--- src/rtl/axis_read_interface.sv ---
// Reads a stored packet back out of BRAM and emits it as an AXI-Stream master.
// A 2-entry skid buffer absorbs the 1-cycle BRAM read latency under back-pressure.
module axis_read_interface #(
  parameter int data_width     = 512,
  parameter int counter_width  = 10,
  parameter int mem_size_depth = 1024,
  parameter int keep_width     = data_width / 8
) (
  input  logic                     axis_clk,
  input  logic                     reset,
  input  logic                     start,
  input  logic [counter_width-1:0] start_addr,
  input  logic [counter_width:0]   beat_count,
  input  logic [keep_width-1:0]    last_keep,
  output logic                     busy,
  output logic                     done,
  output logic                     bram_ena,
  output logic [counter_width-1:0] bram_address,
  input  logic [data_width-1:0]    bram_dout,
  output logic                     t_valid,
  input  logic                     t_ready,
  output logic [data_width-1:0]    t_data,
  output logic [keep_width-1:0]    t_keep,
  output logic                     t_last
);

  typedef enum logic [1:0] {IDLE, READ, DRAIN, FINISH} state_t;

  localparam logic [counter_width:0]   DepthCount = (counter_width+1)'(mem_size_depth);
  localparam logic [counter_width-1:0] LastAddr   = counter_width'(mem_size_depth - 1);

  state_t                   state_q, state_d;
  logic [counter_width-1:0] addr_q, addr_d;
  logic [counter_width:0]   remaining_q, remaining_d;
  logic [keep_width-1:0]    lastKeep_q, lastKeep_d;
  logic                     inflight_q, inflightLast_q;

  logic [data_width-1:0]    bufData_q [2];
  logic [keep_width-1:0]    bufKeep_q [2];
  logic [1:0]               bufLast_q;
  logic                     rdPtr_q, wrPtr_q;
  logic [1:0]               count_q;

  logic                     issue;
  logic                     push;
  logic                     pop;
  logic                     room;
  logic [2:0]               pending;
  logic [counter_width:0]   clampedCount;
  logic [counter_width-1:0] nextAddr;

  assign push         = inflight_q;
  assign pop          = (count_q != 2'd0) && t_ready;
  assign pending      = {1'b0, count_q} + {2'b00, inflight_q};
  // A beat leaving this cycle frees a slot for the read issued now.
  assign room         = pop ? (pending < 3'd3) : (pending < 3'd2);
  assign clampedCount = (beat_count > DepthCount) ? DepthCount : beat_count;
  assign nextAddr     = (addr_q == LastAddr) ? '0 : addr_q + 1'b1;

  assign t_valid      = (count_q != 2'd0);
  assign t_data       = bufData_q[rdPtr_q];
  assign t_keep       = bufKeep_q[rdPtr_q];
  assign t_last       = bufLast_q[rdPtr_q];
  assign bram_ena     = issue;
  assign bram_address = addr_q;

  always_ff @(posedge axis_clk) begin
    if (reset) begin
      state_q     <= IDLE;
      addr_q      <= '0;
      remaining_q <= '0;
      lastKeep_q  <= '0;
    end else begin
      state_q     <= state_d;
      addr_q      <= addr_d;
      remaining_q <= remaining_d;
      lastKeep_q  <= lastKeep_d;
    end
  end

  always_comb begin
    state_d     = state_q;
    addr_d      = addr_q;
    remaining_d = remaining_q;
    lastKeep_d  = lastKeep_q;
    issue       = 1'b0;
    busy        = 1'b0;
    done        = 1'b0;
    case (state_q)
      IDLE: begin
        if (start) begin
          if (beat_count != '0) begin
            addr_d      = start_addr;
            remaining_d = clampedCount;
            lastKeep_d  = (last_keep == '0) ? '1 : last_keep;
            state_d     = READ;
          end else begin
            state_d     = FINISH;
          end
        end
      end
      READ: begin
        busy = 1'b1;
        if (remaining_q == '0) begin
          state_d = DRAIN;
        end else if (room) begin
          issue       = 1'b1;
          addr_d      = nextAddr;
          remaining_d = remaining_q - 1'b1;
          if (remaining_q == (counter_width+1)'(1)) state_d = DRAIN;
        end
      end
      DRAIN: begin
        busy = 1'b1;
        if (pop && t_last) state_d = FINISH;
      end
      FINISH: begin
        done    = 1'b1;
        state_d = IDLE;
      end
      default: state_d = IDLE;
    endcase
  end

  // Read pipeline tag plus the 2-entry output FIFO; push and pop may coincide.
  always_ff @(posedge axis_clk) begin
    if (reset) begin
      inflight_q     <= 1'b0;
      inflightLast_q <= 1'b0;
      for (int i = 0; i < 2; i++) begin
        bufData_q[i] <= '0;
        bufKeep_q[i] <= '0;
      end
      bufLast_q <= '0;
      rdPtr_q   <= 1'b0;
      wrPtr_q   <= 1'b0;
      count_q   <= '0;
    end else begin
      inflight_q     <= issue;
      inflightLast_q <= issue && (remaining_q == (counter_width+1)'(1));
      if (push) begin
        bufData_q[wrPtr_q] <= bram_dout;
        bufKeep_q[wrPtr_q] <= inflightLast_q ? lastKeep_q : '1;
        bufLast_q[wrPtr_q] <= inflightLast_q;
        wrPtr_q            <= ~wrPtr_q;
      end
      if (pop) rdPtr_q <= ~rdPtr_q;
      case ({push, pop})
        2'b10:   count_q <= count_q + 2'd1;
        2'b01:   count_q <= count_q - 2'd1;
        default: count_q <= count_q;
      endcase
    end
  end

endmodule

--- config.mk ---
export PLATFORM = sky130hd
export DESIGN_NAME = axis_read_interface
export DESIGN_NICKNAME = d
export VERILOG_FILES = /design/src/rtl/axis_read_interface.sv
export SDC_FILE = /design/constraint.sdc
export NUM_CORES = 2
export LEC_CHECK = 0
export ABC_AREA = 1
export CAP_MARGIN = 5
export CELL_PAD_IN_SITES_DETAIL_PLACEMENT = 1
export CELL_PAD_IN_SITES_GLOBAL_PLACEMENT = 2
export CORE_AREA = 8 8 464 466
export DETAILED_ROUTE_END_ITERATION = 7
export DIE_AREA = 0 0 472 474
export PLACE_DENSITY_LB_ADDON = 0.1
export SYNTH_ARGS = -nofsm -noshare
export SYNTH_HDL_FRONTEND = slang
export SYNTH_SLANG_ARGS = --single-unit
--- constraint.sdc ---
create_clock -name axis_clk -period 24.2 [get_ports axis_clk]
set_clock_uncertainty 0.2 [all_clocks]
set_input_delay 4.84 -clock axis_clk [delete_from_list [all_inputs] [get_ports axis_clk]]
set_output_delay 4.84 -clock axis_clk [all_outputs]
set_load 0.05 [all_outputs]
* After elaboration in Yosys (flattened, before gate mapping)
Memories as Yosys holds them, arrays and structs flattened. A register that Yosys moved wholly into a read port is not among the register bits.
Cells that the tools add are included.
** Operators by class
- Reduce and logical (&&, ||, !) cells :: 17
- Bitwise logic cells :: 2
- Add/sub/neg operators :: 5
- Equality and inequality tests :: 14
- Magnitude comparators :: 6
- Mux-type cells :: 48
** Operators with widths (number)
- $mux W512 :: 1
- $reduce_or A512 Y1 :: 1
- $mux W64 :: 3
- $logic_not A64 Y1 :: 1
- $reduce_or A64 Y1 :: 1
- $mux W11 :: 5
- $mux W10 :: 5
- $mux W1 :: 22
- $pmux W11 S2 :: 1
- $pmux W10 S2 :: 1
- $mux W2 :: 6
- $eq A11 B1 Y1 const B :: 1
- $gt A11 B11 Y1 const B :: 1
- $logic_not A11 Y1 :: 1
- $reduce_bool A11 Y1 :: 1
- $sub A11 B1 Y11 const B :: 1
- $add A10 B1 Y10 const B :: 1
- $eq A10 B10 Y1 const B :: 1
- $ne A2 B2 Y1 const B :: 5
- $pmux W2 S4 :: 1
- $eq A2 B2 Y1 const B :: 3
- $lt A3 B2 Y1 const B :: 2
- $ne A3 B3 Y1 const B :: 2
- $reduce_bool A2 Y1 :: 3
- other kinds (16) :: 22
** Storage, ports and cells
- Bits in registers :: 95
- Memory bits (writable) :: 1152
- Logic and storage cells :: 104
- Output and inout port bits :: 591
- Input bits :: 601
- Memories kept :: 2
** Memory list
- bufData_q :: depth 2, bits a word 512, read ports 1, clocked after Yosys merged registers in 1, write ports 2, RTL line 38 : logic [data_width-1:0] bufData_q [2];
- bufKeep_q :: depth 2, bits a word 64, read ports 1, clocked after Yosys merged registers in 1, write ports 2, RTL line 39 : logic [keep_width-1:0] bufKeep_q [2];

* Longest topological paths before layout
- Word-level depth :: 7
- Mapped depth :: 14
- Depth with buffers taken out :: 13

* Worst setup path before layout
No wires, ideal clock.
- Kind :: input to register
- From :: in reset
- To :: mem bufData_q[0][0], enable pin
- Arrival time :: 15.017 ns
- Path buffers :: 3
- Required time :: 19.947 ns
- Path slack :: 4.930 ns
- Library setup time :: 4.053 ns
- Stages on the path :: 6
- Cell sequence :: buf_2 -> inv_1 -> nand3_1 -> clkbuf_1 -> clkbuf_1 -> nand2_1
** RTL lines
- from (decl) :: RTL line 10 : input logic reset,
- to (decl) :: RTL line 38

* Final worst setup path
- From :: in t_ready
- To :: out bram_ena
** Between the ends
- Cells in the longest elaborated chain, start to end :: 5
** Ends and longest elaborated chain
- from (decl) :: RTL line 21 : input logic t_ready,
- $logic_and A1 B1 Y1 :: RTL line 53 : assign pop = (count_q != 2'd0) && t_ready;
- via pop :: RTL line 46 : logic pop;
- $mux W1 :: RTL line 56 : assign room = pop ? (pending < 3'd3) : (pending < 3'd2);
- $mux W1 :: RTL line 106 : end else if (room) begin
- $mux W1 :: RTL line 104 : if (remaining_q == '0) begin
- $mux W1 :: RTL line 89 : case (state_q)
- to (decl) :: RTL line 17 : output logic bram_ena,
The timed path passes the listed nets, and every way through them passes these cells.

==> results.tsv <==
metric	value	unit
status	complete, no violations	
placed cell area	68400	um2
Setup Fix Bufs, Post-CTS	0	
Top FF cell, synth	edfxtp_1	
CTS tree	yes	
Lkg Pwr	29.7	nW
setup tns final	0	ns
final critical-path share of the clock period	50.4	%
Via-to-Cell Ratio	4.34	
final-stage net count	6216	
Worst-Skew Late Latency	0.77	ns
layout cells sized above 1	14.7	%
post-synthesis sequential area ratio	67.9	%
antenna violations before repair	141	
Routed Antenna Nets	0	
Critical Path Fanout Max	6	
Avg Cell Area, Syn	12.1	um2
die height	474	um
post_cts resized	0	
H-Tree Depth	4	
RSZ-0062 raised after global routing	false	
Hold Path Class	flip-flop to flip-flop	
Peak supply drop	0.0665	mV
Synth Net Count	5070	
Hold Buf Count CTS	0	
post-route cell area	73200	um2
Internal	4.62	mW
largest net degree at the start of global routing	166	
Post-Syn Area	53800	um2
Final Hold Fails	0	
critical path, cell by cell	clkdlybuf4s50_1 -> inv_1 -> nor2_8 -> nand2_2 -> nand2_2 -> nand2_4 -> nor2_1 -> clkdlybuf4s50_1	
placed insts	8167	
total CTS buffers	153	
Yosys Warn Count	0	
Root Buffer	clkbuf_16	
Crit Path Class	input pin to primary output	
Worst-Margin Slew	1.22	ns
critical path startpoint category	input pin	
P per Cell Area	98.3	nW/um2
Netlist cell types	35	
CP max-delay cell	clkdlybuf4s50_1	
flops & latches, synth	1248	
Area growth, synth to finish	36.1	%
commonest non-fill, non-tap cell in the layout	clkdlybuf4s50_1	
final routed DRC violation total	0	
Filler cells	22500	
Net Switching	2.58	mW
Vias	36800	
WP data required	19.16	ns
die area	224000	um2
final wirelength	212000	um
Max Cap Viol	0	
most frequent cells in the layout	1190 x clkdlybuf4s50_1, 1152 x edfxtp_1, 1083 x nor2_1	
Critical Path AT	7.15	ns
Comb pwr share	32.3	%
TritonRoute pass-1 iters	5	
total power	7.20	mW
die span in x	472	um
# IOs	1192	
delay of the slowest critical-path stage	0.92	ns
sw frac	35.8	%
pre-CTS WS	11.93	ns
final worst slack	12.01	ns
clk sinks	1248	
Iter 0 DRT Violations	1787	
Async S/R FF share, synth	0	%
Post-Synthesis Cells	4456	
vias in the first global route	38700	
Sequential Power Share	37.3	%
number of port buffers	1191	
maximum clock frequency	82.1	MHz
Worst setup EP type	primary output	
Clock power frac	30.4	%
GRT overflow	0	
Core ar.	208000	um2
Starting Density	25.9	%
minimum clock period	12.19	ns
cell row count	168	
routability cong.	0.774	
DP HPWL	150000	um
max-slew violation count	0	
first-pass GRT wire length	295000	um
WHS	0.284	ns
CTS max path bufs	3	
WL/cell	25.0	um
Final Util	35.2	%
setup violators final	0	
GRT Total Usage	18.2	%
Post-synth EDFFs	1152	
Clk pin slew, worst setup/hold paths	0.05	ns
Worst slew margin	18.7	%
non-filler cells, final	8484	
## routing by layer
| metal | up-vias | part of all wire [%] | wire length [um] | track usage (%) |
|---|---|---|---|---|
| met5 | - | 0.24 | 506 | 0 |
| met4 | 80 | 2.4 | 5060 | 4.96 |
| met3 | 392 | 9.6 | 20400 | 7.95 |
| met2 | 1094 | 49 | 105000 | 31.7 |
| met1 | 18200 | 38 | 81300 | 20.4 |
| li1 | 17100 | - | - | - |
## power by group through the flow
stage | sequential (mW) | clock [mW] | combinational, mW
after global placement | 2.73 | 0 | 2.37
final | 2.69 | 2.19 | 2.32
after detailed placement | 2.74 | 0 | 2.37
after global routing | 2.72 | 2.34 | 2.46
after CTS | 2.69 | 2.27 | 2.38
after floorplan | 2.83 | 0 | 1.46
## cells by family (layout without fill, tap and decap cells)
family                     Yosys count  count (layout)  synth area share (%)
and+or+nand+nor                   1385            1385                  10.1
DFF                               1248            1248                  67.9
buffers and inverters              988            2259                  7.33
muxes                              576             576                  12.1
AOI/OAI and AO/OA                  245             245                  2.33
adders and majority gates           13              13                 0.302
xor gates and xnor gates             1               1                0.0163
other                                0              37                     0
## sequential cells by signal (all words and copies together) (netlist names), named ones only
register,flops
bram_address,10
bufData_q,1024
bufKeep_q,128
bufLast_q,2
count_q,2
inflightLast_q,1
inflight_q,1
lastKeep_q,64
rdPtr_q,1
remaining_q,11
state_q,2
wrPtr_q,1
## cell usage after synthesis (5+ instances only)
cell      count  area share (%)
buf_1         8           0.056
dfxtp_1      96             3.6
nor2_1     1083             7.6
buf_2       167             1.6
a21oi_1     208             1.9
nand2_1     171             1.2
a21oi_2       5           0.081
clkbuf_1     65            0.45
nand3_1      95            0.88
nand4_1      19            0.22
inv_1       739             5.2
o21ai_0      24            0.22
ha_1         13            0.30
nand2_2       5           0.058
mux2_2      576              12
edfxtp_1   1152              64
## worst paths after layout
| check | to | cells past startpoint | slack, ns | start |
|---|---|---|---|---|
| worst max register to register | bufData_q[1][500] | 5 | 19.25 | inflight_q |
| worst max-delay path | bram_ena | 8 | 12.01 | t_ready |
| worst min-delay path | remaining_q[10] | 2 | 0.28 | remaining_q[10] |
| worst min register to register | remaining_q[10] | 2 | 0.28 | remaining_q[10] |
## worst max-delay path: cells and delay by family
kind,cells,cell delay [ns]
buf+inv,3,1.55
simple gates,5,0.75
## final cells by class
cell class | instances | area [um2] | area share [%]
flip-flops and latches | 1248 | 36500 | 49.9
multi-input cells | 2220 | 13400 | 18.3
repair buffers | 1235 | 12300 | 16.8
clock buffers | 210 | 4140 | 5.65
well taps | 2720 | 3400 | 4.65
inverters | 744 | 2790 | 3.81
clock inverters | 70 | 567 | 0.774
diodes | 37 | 92.6 | 0.126
(Power assumes the default switching activity.)
